==> src/rtl/wb_writeback_arbiter_pkg.sv <==
// Shared writeback definitions for the MEM/WB boundary and the register-file writer.
package wb_writeback_arbiter_pkg;

  localparam int unsigned N  = 32;
  localparam int unsigned RA = 5;

  localparam logic [RA-1:0] ZERO_REG = '0;

  typedef struct packed {
    logic          valid;
    logic [RA-1:0] addr;
    logic [N-1:0]  data;
  } wb_req_t;

  typedef enum logic [1:0] {
    GNT_NONE,
    GNT_PIPE,
    GNT_FIFO
  } wb_grant_e;

endpackage

==> src/rtl/wb_writeback_arbiter_if.sv <==
// Bundle of pipeline, long-unit and register-file write signals around the writeback arbiter.
interface wb_writeback_arbiter_if #(
  parameter int unsigned N  = wb_writeback_arbiter_pkg::N,
  parameter int unsigned RA = wb_writeback_arbiter_pkg::RA
);

  logic          pipe_valid_M;
  logic [RA-1:0] pipe_addr_M;
  logic [N-1:0]  pipe_data_M;

  logic          lu_issue;
  logic [RA-1:0] lu_issue_addr;
  logic          lu_valid;
  logic [RA-1:0] lu_addr;
  logic [N-1:0]  lu_data;
  logic          lu_ready;

  logic          reg_we_W;
  logic [RA-1:0] reg_src3_W;
  logic [N-1:0]  reg_write_W;
  logic          stall_req;
  logic [31:0]   busy_mask;

  modport master (
    output pipe_valid_M, pipe_addr_M, pipe_data_M,
    output lu_issue, lu_issue_addr, lu_valid, lu_addr, lu_data,
    input  lu_ready,
    input  reg_we_W, reg_src3_W, reg_write_W, stall_req, busy_mask
  );

  modport slave (
    input  pipe_valid_M, pipe_addr_M, pipe_data_M,
    input  lu_issue, lu_issue_addr, lu_valid, lu_addr, lu_data,
    output lu_ready,
    output reg_we_W, reg_src3_W, reg_write_W, stall_req, busy_mask
  );

endinterface

==> src/rtl/wb_result_fifo.sv <==
// Small power-of-two result FIFO; pushes into a full FIFO and pops from an empty one are ignored.
module wb_result_fifo #(
  parameter  int unsigned DEPTH = 2,
  parameter  int unsigned W     = 37,
  localparam int unsigned AW    = $clog2(DEPTH),
  localparam int unsigned CW    = $clog2(DEPTH + 1)
) (
  input  logic          clk,
  input  logic          rst,
  input  logic          push,
  input  logic          pop,
  input  logic [W-1:0]  din,
  output logic [W-1:0]  dout,
  output logic          full,
  output logic          empty,
  output logic [CW-1:0] count
);

  logic [W-1:0]  mem [DEPTH];
  logic [AW-1:0] wr_ptr;
  logic [AW-1:0] rd_ptr;
  logic          do_push;
  logic          do_pop;

  assign full    = (count == CW'(DEPTH));
  assign empty   = (count == '0);
  assign do_push = push && !full;
  assign do_pop  = pop && !empty;
  assign dout    = mem[rd_ptr];

  // Pointers are exactly log2(DEPTH) wide, so they wrap on their own.
  always_ff @(posedge clk or posedge rst) begin
    if (rst) begin
      wr_ptr <= '0;
      rd_ptr <= '0;
      count  <= '0;
    end else begin
      if (do_push) wr_ptr <= wr_ptr + AW'(1);
      if (do_pop)  rd_ptr <= rd_ptr + AW'(1);
      if (do_push && !do_pop)      count <= count + CW'(1);
      else if (!do_push && do_pop) count <= count - CW'(1);
    end
  end

  always_ff @(posedge clk) begin
    if (do_push) mem[wr_ptr] <= din;
  end

endmodule

==> src/rtl/wb_writeback_arbiter.sv <==
// Register-file writer: merges MEM-stage results with queued long-latency results,
// tracks registers still owed by the long unit, and requests a stall when the queue starves.
module wb_writeback_arbiter #(
  parameter int unsigned N            = wb_writeback_arbiter_pkg::N,
  parameter int unsigned RA           = wb_writeback_arbiter_pkg::RA,
  parameter int unsigned DEPTH        = 2,
  parameter int unsigned STARVE_LIMIT = 4
) (
  input logic                  clk,
  input logic                  rst,
  wb_writeback_arbiter_if.slave wb
);

  import wb_writeback_arbiter_pkg::*;

  localparam int unsigned CW = $clog2(DEPTH + 1);
  localparam int unsigned SW = $clog2(STARVE_LIMIT + 1);

  wb_req_t       pipe_req;
  wb_req_t       head_req;
  wb_req_t       sel_req;
  wb_grant_e     grant;

  logic [RA+N-1:0] head_bits;
  logic            fifo_full;
  logic            fifo_empty;
  logic [CW-1:0]   fifo_count;
  logic            pop;

  logic [SW-1:0] starve_q;
  logic [SW-1:0] starve_d;
  logic          stall_q;
  logic          stall_d;
  logic [31:0]   busy_q;
  logic [31:0]   busy_d;
  logic          we_q;
  logic [RA-1:0] addr_q;
  logic [N-1:0]  data_q;

  assign pipe_req = '{valid: wb.pipe_valid_M, addr: wb.pipe_addr_M, data: wb.pipe_data_M};
  assign head_req = '{valid: !fifo_empty, addr: head_bits[N +: RA], data: head_bits[N-1:0]};

  // Readiness comes from the pre-pop occupancy so a full queue refuses even while draining.
  assign wb.lu_ready = (fifo_count < CW'(DEPTH));

  wb_result_fifo #(
    .DEPTH (DEPTH),
    .W     (RA + N)
  ) u_fifo (
    .clk   (clk),
    .rst   (rst),
    .push  (wb.lu_valid && !fifo_full),
    .pop   (pop),
    .din   ({wb.lu_addr, wb.lu_data}),
    .dout  (head_bits),
    .full  (fifo_full),
    .empty (fifo_empty),
    .count (fifo_count)
  );

  always_comb begin
    grant = GNT_NONE;
    if (stall_q) begin
      if (!fifo_empty) grant = GNT_FIFO;
    end else if (wb.pipe_valid_M) begin
      grant = GNT_PIPE;
    end else if (!fifo_empty) begin
      grant = GNT_FIFO;
    end
  end

  assign pop = (grant == GNT_FIFO);

  always_comb begin
    sel_req  = '0;
    starve_d = '0;
    stall_d  = 1'b0;
    busy_d   = busy_q;

    case (grant)
      GNT_PIPE: sel_req = pipe_req;
      GNT_FIFO: sel_req = head_req;
      default:  sel_req = '0;
    endcase

    // Reaching the limit fires a one-cycle stall and restarts the count.
    if (grant == GNT_PIPE && !fifo_empty) begin
      if (starve_q == SW'(STARVE_LIMIT - 1)) stall_d = 1'b1;
      else                                    starve_d = starve_q + SW'(1);
    end

    if (pop) busy_d[head_req.addr] = 1'b0;
    if (wb.lu_issue && wb.lu_issue_addr != ZERO_REG) busy_d[wb.lu_issue_addr] = 1'b1;
  end

  always_ff @(posedge clk or posedge rst) begin
    if (rst) begin
      we_q     <= 1'b0;
      addr_q   <= '0;
      data_q   <= '0;
      stall_q  <= 1'b0;
      busy_q   <= '0;
      starve_q <= '0;
    end else begin
      we_q     <= sel_req.valid && (sel_req.addr != ZERO_REG);
      if (sel_req.valid) begin
        addr_q <= sel_req.addr;
        data_q <= sel_req.data;
      end
      stall_q  <= stall_d;
      busy_q   <= busy_d;
      starve_q <= starve_d;
    end
  end

  assign wb.reg_we_W    = we_q;
  assign wb.reg_src3_W  = addr_q;
  assign wb.reg_write_W = data_q;
  assign wb.stall_req   = stall_q;
  assign wb.busy_mask   = busy_q;

endmodule

==> src/flat_wrapper.sv <==
// flat-port wrapper written by rule: the top's interface ports become plain ports
module wb_writeback_arbiter_flat import wb_writeback_arbiter_pkg::*;
#(
  parameter int unsigned N            = wb_writeback_arbiter_pkg::N,
  parameter int unsigned RA           = wb_writeback_arbiter_pkg::RA,
  parameter int unsigned DEPTH        = 2,
  parameter int unsigned STARVE_LIMIT = 4
)
  (clk, rst, wb_pipe_valid_M, wb_pipe_addr_M, wb_pipe_data_M, wb_lu_issue, wb_lu_issue_addr, wb_lu_valid, wb_lu_addr, wb_lu_data, wb_lu_ready, wb_reg_we_W, wb_reg_src3_W, wb_reg_write_W, wb_stall_req, wb_busy_mask);
  wb_writeback_arbiter_if #(.N(N), .RA(RA)) wb_i ();
  input logic clk;
  input logic rst;
  input wire logic [$bits(wb_i.pipe_valid_M)-1:0] wb_pipe_valid_M;
  input wire logic [$bits(wb_i.pipe_addr_M)-1:0] wb_pipe_addr_M;
  input wire logic [$bits(wb_i.pipe_data_M)-1:0] wb_pipe_data_M;
  input wire logic [$bits(wb_i.lu_issue)-1:0] wb_lu_issue;
  input wire logic [$bits(wb_i.lu_issue_addr)-1:0] wb_lu_issue_addr;
  input wire logic [$bits(wb_i.lu_valid)-1:0] wb_lu_valid;
  input wire logic [$bits(wb_i.lu_addr)-1:0] wb_lu_addr;
  input wire logic [$bits(wb_i.lu_data)-1:0] wb_lu_data;
  output wire logic [$bits(wb_i.lu_ready)-1:0] wb_lu_ready;
  output wire logic [$bits(wb_i.reg_we_W)-1:0] wb_reg_we_W;
  output wire logic [$bits(wb_i.reg_src3_W)-1:0] wb_reg_src3_W;
  output wire logic [$bits(wb_i.reg_write_W)-1:0] wb_reg_write_W;
  output wire logic [$bits(wb_i.stall_req)-1:0] wb_stall_req;
  output wire logic [$bits(wb_i.busy_mask)-1:0] wb_busy_mask;
  assign wb_i.pipe_valid_M = wb_pipe_valid_M;
  assign wb_i.pipe_addr_M = wb_pipe_addr_M;
  assign wb_i.pipe_data_M = wb_pipe_data_M;
  assign wb_i.lu_issue = wb_lu_issue;
  assign wb_i.lu_issue_addr = wb_lu_issue_addr;
  assign wb_i.lu_valid = wb_lu_valid;
  assign wb_i.lu_addr = wb_lu_addr;
  assign wb_i.lu_data = wb_lu_data;
  assign wb_lu_ready = wb_i.lu_ready;
  assign wb_reg_we_W = wb_i.reg_we_W;
  assign wb_reg_src3_W = wb_i.reg_src3_W;
  assign wb_reg_write_W = wb_i.reg_write_W;
  assign wb_stall_req = wb_i.stall_req;
  assign wb_busy_mask = wb_i.busy_mask;
  wb_writeback_arbiter #(.N(N), .RA(RA), .DEPTH(DEPTH), .STARVE_LIMIT(STARVE_LIMIT)) u_core (.clk(clk), .rst(rst), .wb(wb_i));
endmodule
==> config.mk <==
export PLATFORM = sky130hd
export DESIGN_NAME = wb_writeback_arbiter_flat
export DESIGN_NICKNAME = d
export VERILOG_FILES = /design/src/rtl/wb_writeback_arbiter_pkg.sv /design/src/rtl/wb_writeback_arbiter_if.sv /design/src/rtl/wb_result_fifo.sv /design/src/rtl/wb_writeback_arbiter.sv /design/src/flat_wrapper.sv
export SDC_FILE = /design/constraint.sdc
export NUM_CORES = 1
export LEC_CHECK = 0
export BUFFER_PORTS_ARGS = -buffer_cell sky130_fd_sc_hd__buf_2
export CAP_MARGIN = 20
export CORE_UTILIZATION = 30
export DETAILED_ROUTE_END_ITERATION = 10
export GPL_ROUTABILITY_DRIVEN = 0
export PLACE_DENSITY = 0.48
export SLEW_MARGIN = 20
export SYNTH_ARGS = -nofsm -noshare
export SYNTH_HDL_FRONTEND = slang
export SYNTH_HIERARCHICAL = 1
export SYNTH_SLANG_ARGS = --single-unit
==> constraint.sdc <==
create_clock -name clk -period 6.1 [get_ports clk]
set_input_delay 1.22 -clock clk [delete_from_list [all_inputs] [get_ports clk]]
set_output_delay 1.22 -clock clk [all_outputs]
set_load 0.01 [all_outputs]
==> impl_metrics.yaml, run 1 <==
placed_design:
  io_buffers: 155
  place_hpwl_mm: 10.3
  place_ws_ns: 3.14
timing:
  finalClockSkew_ns: 0.00953
  finalWorstSetupSlack_ns: 3.57
  fmax_mhz: 395
  post-route-min-period_ns: 2.53
  hold_violations: 0
  finalMaxSlewViolations: 0
  hold_ws_ns: 0.445
  relSlewSlack_pct: 34.6
  setup_viol: 0
  worst_slew_pin_slew_ns: 0.982
  tns_ns: 0
  rsz0062_at_grt: "no"
  fin_crit_sh_pct: 41.5
synth:
  syn_inst: 464
  netlist_area_mm2: 0.00631
  async_reset_ff_share_pct: 51.3
  ys_types: 39
  synth_edf_count: 74
  yosys_warnings: 6
  synth_fp_nets: 550
  ys_seq_area_share_pct: 66.1
  synth-seq-cells: 152
  synth_ff_type: "dfrtp_1"
  synth.avg_cell_area_um2: 13.6
global_route:
  grt_use_total_pct: 14.7
  grt_max_degree: 76
  antenna_found_initial: 2
  grt_pass1_vias: 4238
  grt_pass1_wl_mm: 23.9
  grt_overflow: 0
worst_setup_path:
  critPathLaunchType: "primary input"
  worstPathArrival_ns: 2.87
  criticalPathCategory: "primary input to flip-flop"
  crit_path_end_kind: "flip-flop"
  cp_max_fo: 75
  required_ns: 6.44
min_path:
  worstHoldPathType: "flip-flop to flip-flop"
routing:
  drc: 0
  dr.pass1.iters: 5
  vias: 4240
  vias_per_cell: 4.70
  drt-initial-drc-count: 180
  wl_mm: 15.3
  postRouteAntennaNets: 0
  wl_per_cell_um: 17.0
clock_network:
  clock_sinks: 152
  h-tree-depth: 4
  cts_buffer_depth: 2
  hold_buffers: 0
  cts_root_buf: "clkbuf_16"
  worstSkewPairLatency_ns: 0.42
  post-cts-setup-buffers: 0
  cts_buffers: 17
  post_cts_resize_count: 0
  clkTransAtPathRegs_ns: 0.06
  tritoncts: "yes"
power:
  power.density_mw_per_mm2: 493
  ir_drop_mv: 0.187
  leakage_nw: 3.34
  total_power_mw: 3.93
cells_and_area:
  final_common_cell: "buf_2"
  mostFrequentLayoutCells: "155 x buf_2, 77 x dfrtp_1, 74 x edfxtp_1, 64 x o21ai_0, 48 x nand2_1"
  seq_area_mm2: 0.00418
  fillers: 2016
  final_layout_size_suffix_gt1_share_pct: 36.9
  fin_nets: 704
  area_growth_pct: 26.1
  multiInputGateArea_mm2: 0.00199
floorplan:
  dieArea_mm2: 0.0216
  row_count: 52
  die_h_um: 147
  die_x_um: 147
  pin_count: 156
  core_mm2: 0.0204
  start_util_pct: 30.9
job:
  max_cap_viol_count: 0
status:
  status: "completed"
routing by layer:
layer	vias to the layer above	wire length [um]	track usage (%)
met5	-	8	0
met1	2073	6920	18.6
met4	2	130	5.10
li1	2002	-	-
met2	150	7120	23.3
met3	13	1160	5.03
state kept, by name, indices dropped and copies added, names as in the netlist:
name                   count
u_core/u_fifo/mem         74
u_core/u_fifo/wr_ptr       1
u_core/wb.busy_mask       32
u_core/wb.reg_write_W     32
u_core/u_fifo/rd_ptr       1
u_core/wb.reg_we_W         1
u_core/u_fifo/count        2
u_core/starve_q            3
u_core/wb.reg_src3_W       5
u_core/wb.stall_req        1
where the power goes:
part,switching (mW),internal [mW]
combinational,0.694,0.554
clock,0.411,0.687
sequential,0.157,1.42
total,1.26,2.67
stage by stage:
stage	utilization [%]	std cells	instance area, um2
6_report	39.0	903	7960
3_5_place_dp	35.9	869	7340
4_1_cts	38.9	901	7960
5_1_grt	38.9	901	7960
2_1_floorplan	-	464	6310
3_3_place_gp	35.9	869	7340
layout make-up:
type / count / area share [%]
Clock inverter: 11 / 2.17
Multi-Input combinational cell: 281 / 25.0
Timing Repair Buffer: 160 / 10.2
Inverter: 6 / 0.299
Sequential cell: 152 / 52.4
Tap cell: 270 / 4.24
Clock buffer: 21 / 5.53
Antenna cell: 2 / 0.0629
critical path, cell delays in order:
cell and delay, ns:
buf_2 0.09, nor2b_4 0.12, buf_4 0.55, nor2_1 0.07, o21ai_1 0.16, ha_1 0.30
nor2_1 0.15, xor2_1 0.15
kinds of logic (layout without fill, tap and decap cells):
group | Yosys count | count (layout) | synth area share (%)
flip-flops | 152 | 152 | 66.1
buffers and inverters | 31 | 198 | 2.60
adder cells (fa/ha/maj) | 2 | 2 | 0.396
XOR/XNOR | 5 | 5 | 0.694
AO/OA/AOI/OAI | 92 | 92 | 7.83
other | 0 | 2 | 0
multiplexers | 71 | 71 | 13.2
AND/OR/NAND/NOR | 111 | 111 | 9.21
cells in the mapped netlist, types with 2 or more instances:
master	n	area share, %
nand4b_1	2	0.28
buf_2	5	0.40
mux2_2	17	3.0
nand3_1	13	1.0
dfrtp_1	78	31
nor3b_1	5	0.59
o21ai_0	64	5.1
nand2_1	48	2.9
nor2_1	7	0.42
nand2b_1	9	0.89
mux2i_1	34	5.4
buf_6	4	0.71
clkbuf_1	13	0.77
nand3b_1	4	0.48
o31ai_1	2	0.24
xnor2_1	3	0.42
o21ai_1	15	1.2
mux2_4	20	4.8
o2bb2ai_1	7	0.97
edfxtp_1	74	35
nand4_1	2	0.20
inv_1	6	0.36
ha_1	2	0.40
xor2_1	2	0.28
a21oi_1	3	0.24
nor2b_1	8	0.79
or3_1	3	0.30
buf_4	3	0.36
worst paths after layout:
check	start	end	slack [ns]	depth (start not counted)
max	wb_pipe_valid_M	u_core/u_fifo/count[1]	3.57	8
min reg2reg	u_core/starve_q[0]	u_core/starve_q[0]	0.45	1
max in group asynchronous	rst	u_core/wb.reg_we_W	4.22	3
min in group asynchronous	rst	u_core/u_fifo/rd_ptr	0.70	2
max reg2reg	u_core/u_fifo/rd_ptr	u_core/wb.busy_mask[20]	3.71	5
min	u_core/starve_q[0]	u_core/starve_q[0]	0.45	1
Power figures use the tool's default switching activity.
==> inputs of run 2 (changes only) <==
--- a/config.mk
+++ b/config.mk
@@ -10,7 +10,7 @@
 export CORE_UTILIZATION = 30
 export DETAILED_ROUTE_END_ITERATION = 10
 export GPL_ROUTABILITY_DRIVEN = 0
-export PLACE_DENSITY = 0.48
+export PLACE_DENSITY = 0.5
 export SLEW_MARGIN = 20
 export SYNTH_ARGS = -nofsm -noshare
 export SYNTH_HDL_FRONTEND = slang
==> constraint.sdc (replaced) <==
create_clock -name clk -period 2.16 [get_ports clk]
set_input_delay 0.432 -clock clk [delete_from_list [all_inputs] [get_ports clk]]
set_output_delay 0.432 -clock clk [all_outputs]
set_load 0.01 [all_outputs]
==> impl_metrics.yaml, run 2 (same netlist as run 1, synthesis figures left out) <==
status:
  status: "completed"
worst_setup_path:
  required_ns: 2.44
  r2r_end: "u_core/wb.busy_mask[16]"
  crit_path_end_kind: "flip-flop"
  r2r_start: "u_core/u_fifo/rd_ptr"
  ff2ff_path_depth: 5
  criticalPathCategory: "flip-flop to flip-flop"
  worst-path-stages: 5
  cp_max_fo: 13
  r2r_setup_slack_ns: 0.25
  worst_path_max_delay_cell: "or3b_2"
  worstPathCellList: "buf_4 > mux2_4 > or3b_2 > o21ai_0 > o21ai_0"
  crit_buf_inv: 1
  path_common_cell: "o21ai_0"
  slowest_delay_ns: 0.54
  critPathLaunchType: "flip-flop"
  cpLargestDelayFamily: "simple AND/OR/NAND/NOR gates"
  worstPathArrival_ns: 2.19
timing:
  fmax_mhz: 524
  tns_ns: 0
  finalClockSkew_ns: 0.00654
  rsz0062_at_grt: "no"
  worst_slew_pin_slew_ns: 0.590
  finalMaxSlewViolations: 0
  setup_viol: 0
  hold_ws_ns: 0.194
  post-route-min-period_ns: 1.91
  hold_violations: 0
  fin_crit_sh_pct: 88.4
  relSlewSlack_pct: 60.7
power:
  p_switching_mw: 3.58
  comb_power_share_pct: 32.9
  power_frac_clock_pct: 26.7
  p_sw_share_pct: 32.5
  ir_drop_mv: 0.638
  power.density_mw_per_mm2: 1370
  p_seq_share_pct: 40.4
  leakage_nw: 3.39
  internal_power_mw: 7.42
routing:
  dr.pass1.iters: 5
  drc: 0
  vias: 4257
  vias_per_cell: 4.68
  postRouteAntennaNets: 0
  drt-initial-drc-count: 168
  wl_mm: 15.5
  wl_per_cell_um: 17.0
global_route:
  grt.busiest_layer: "met2"
  met2_usage_pct: 22.9
  grt_util_met1_pct: 19.5
  antenna_found_initial: 2
  grt_pass1_wl_mm: 24.6
  grt_max_degree: 65
  grt_overflow: 0
  grt_pass1_vias: 4381
  grt_use_total_pct: 15.0
  use_met3_pct: 5.71
floorplan:
  core_mm2: 0.0204
  pin_count: 156
  start_util_pct: 30.9
  row_count: 52
  die_x_um: 147
  die_h_um: 147
  dieArea_mm2: 0.0216
cells_and_area:
  layout.cells.non_filler: 909
  final_common_cell: "buf_2"
  fin_nets: 710
  seq_area_mm2: 0.00418
  multiInputGateArea_mm2: 0.00199
  fillers: 2024
  area_growth_pct: 27.5
  mostFrequentLayoutCells: "155 x buf_2, 77 x dfrtp_1, 74 x edfxtp_1, 64 x o21ai_0, 48 x nand2_1"
  final_layout_size_suffix_gt1_share_pct: 37.5
  largest_reg_flops: 74
  top_register: "u_core/u_fifo/mem"
clock_network:
  h-tree-depth: 4
  clkTransAtPathRegs_ns: 0.06
  clock_sinks: 152
  cts_buffers: 17
  worstSkewPairLatency_ns: 0.42
  tritoncts: "yes"
  cts_buffer_depth: 2
  cts_root_buf: "clkbuf_16"
placed_design:
  dpl.cell_count: 874
  io_buffers: 155
  place_hpwl_mm: 10.6
min_path:
  worstHoldPathType: "primary input to flip-flop"
  hold_depth: 1
  min_from: "wb_lu_data[2]"
  hold_end: "u_core/u_fifo/mem[0][2]"
job:
  max_cap_viol_count: 0
## run 2: changes by cell type in the layout (fill, tap and decap cells not counted), moves of 2 or more
cell / change
clkbuf_8: +2
buf_12: +5
clkbuf_16: +3
clkinv_2: -2
bufinv_16: -4
inv_4: +2
## run 2: metal layers
| metal | part of all wire, % | up-vias |
|---|---|---|
| li1 | - | 2006 |
| met1 | 44 | 2077 |
| met5 | 0 | - |
| met3 | 8.8 | 13 |
| met4 | 1.1 | 0 |
| met2 | 46 | 161 |
## run 2: repair_timing
action | CTS | global route
hold buffers | 1 | 0
endpoints found under the setup margin | 0 | 0
gates resized for setup | 0 | 0
buffers inserted | 0 | 0
endpoints found under the hold margin | 4 | 0
## run 2: area by class of cell
cell class	instances	share of cell area, %
sequential	152	51.8
antenna	2	0.0622
inverter	6	0.326
clock inverter	7	0.653
clock buffer	25	6.70
multi-input combinational	281	24.8
timing repair buffer	166	11.5
tap	270	4.20
## run 2: through the flow
step / utilization (%) / instance area (um2) / total power, mW / setup slack, ns
finish: 39.4 / 8050 / 11.0 / 0.250
global route: 39.4 / 8050 / 11.7 / 0.146
CTS: 39.4 / 8050 / 11.2 / 0.270
detailed placement: 36.4 / 7450 / 8.20 / 0.274
global placement: 36.4 / 7450 / 8.11 / 0.308
floorplan: - / 6330 / 6.84 / 0.103
## run 2: how the worst max path moves through the flow
| stage | from | to |
|---|---|---|
| 3_3_place_gp | u_core/u_fifo/rd_ptr | u_core/wb.busy_mask[16] |
| 6_report | u_core/u_fifo/rd_ptr | u_core/wb.busy_mask[16] |
| 2_1_floorplan | u_core/u_fifo/count[0] | u_core/u_fifo/mem[1][0] |
| 5_1_grt | u_core/u_fifo/rd_ptr | u_core/wb.busy_mask[16] |
| 4_1_cts | u_core/u_fifo/rd_ptr | u_core/wb.busy_mask[17] |
| 3_5_place_dp | u_core/u_fifo/rd_ptr | u_core/wb.busy_mask[24] |
## run 2: power groups by stage
| stage | clock (mW) | combinational [mW] | sequential (mW) |
|---|---|---|---|
| 3_3_place_gp | 0 | 3.63 | 4.47 |
| 2_1_floorplan | 0 | 2.17 | 4.67 |
| 6_report | 2.93 | 3.62 | 4.44 |
| 3_5_place_dp | 0 | 3.68 | 4.51 |
| 5_1_grt | 3.16 | 3.98 | 4.55 |
| 4_1_cts | 3.03 | 3.70 | 4.46 |
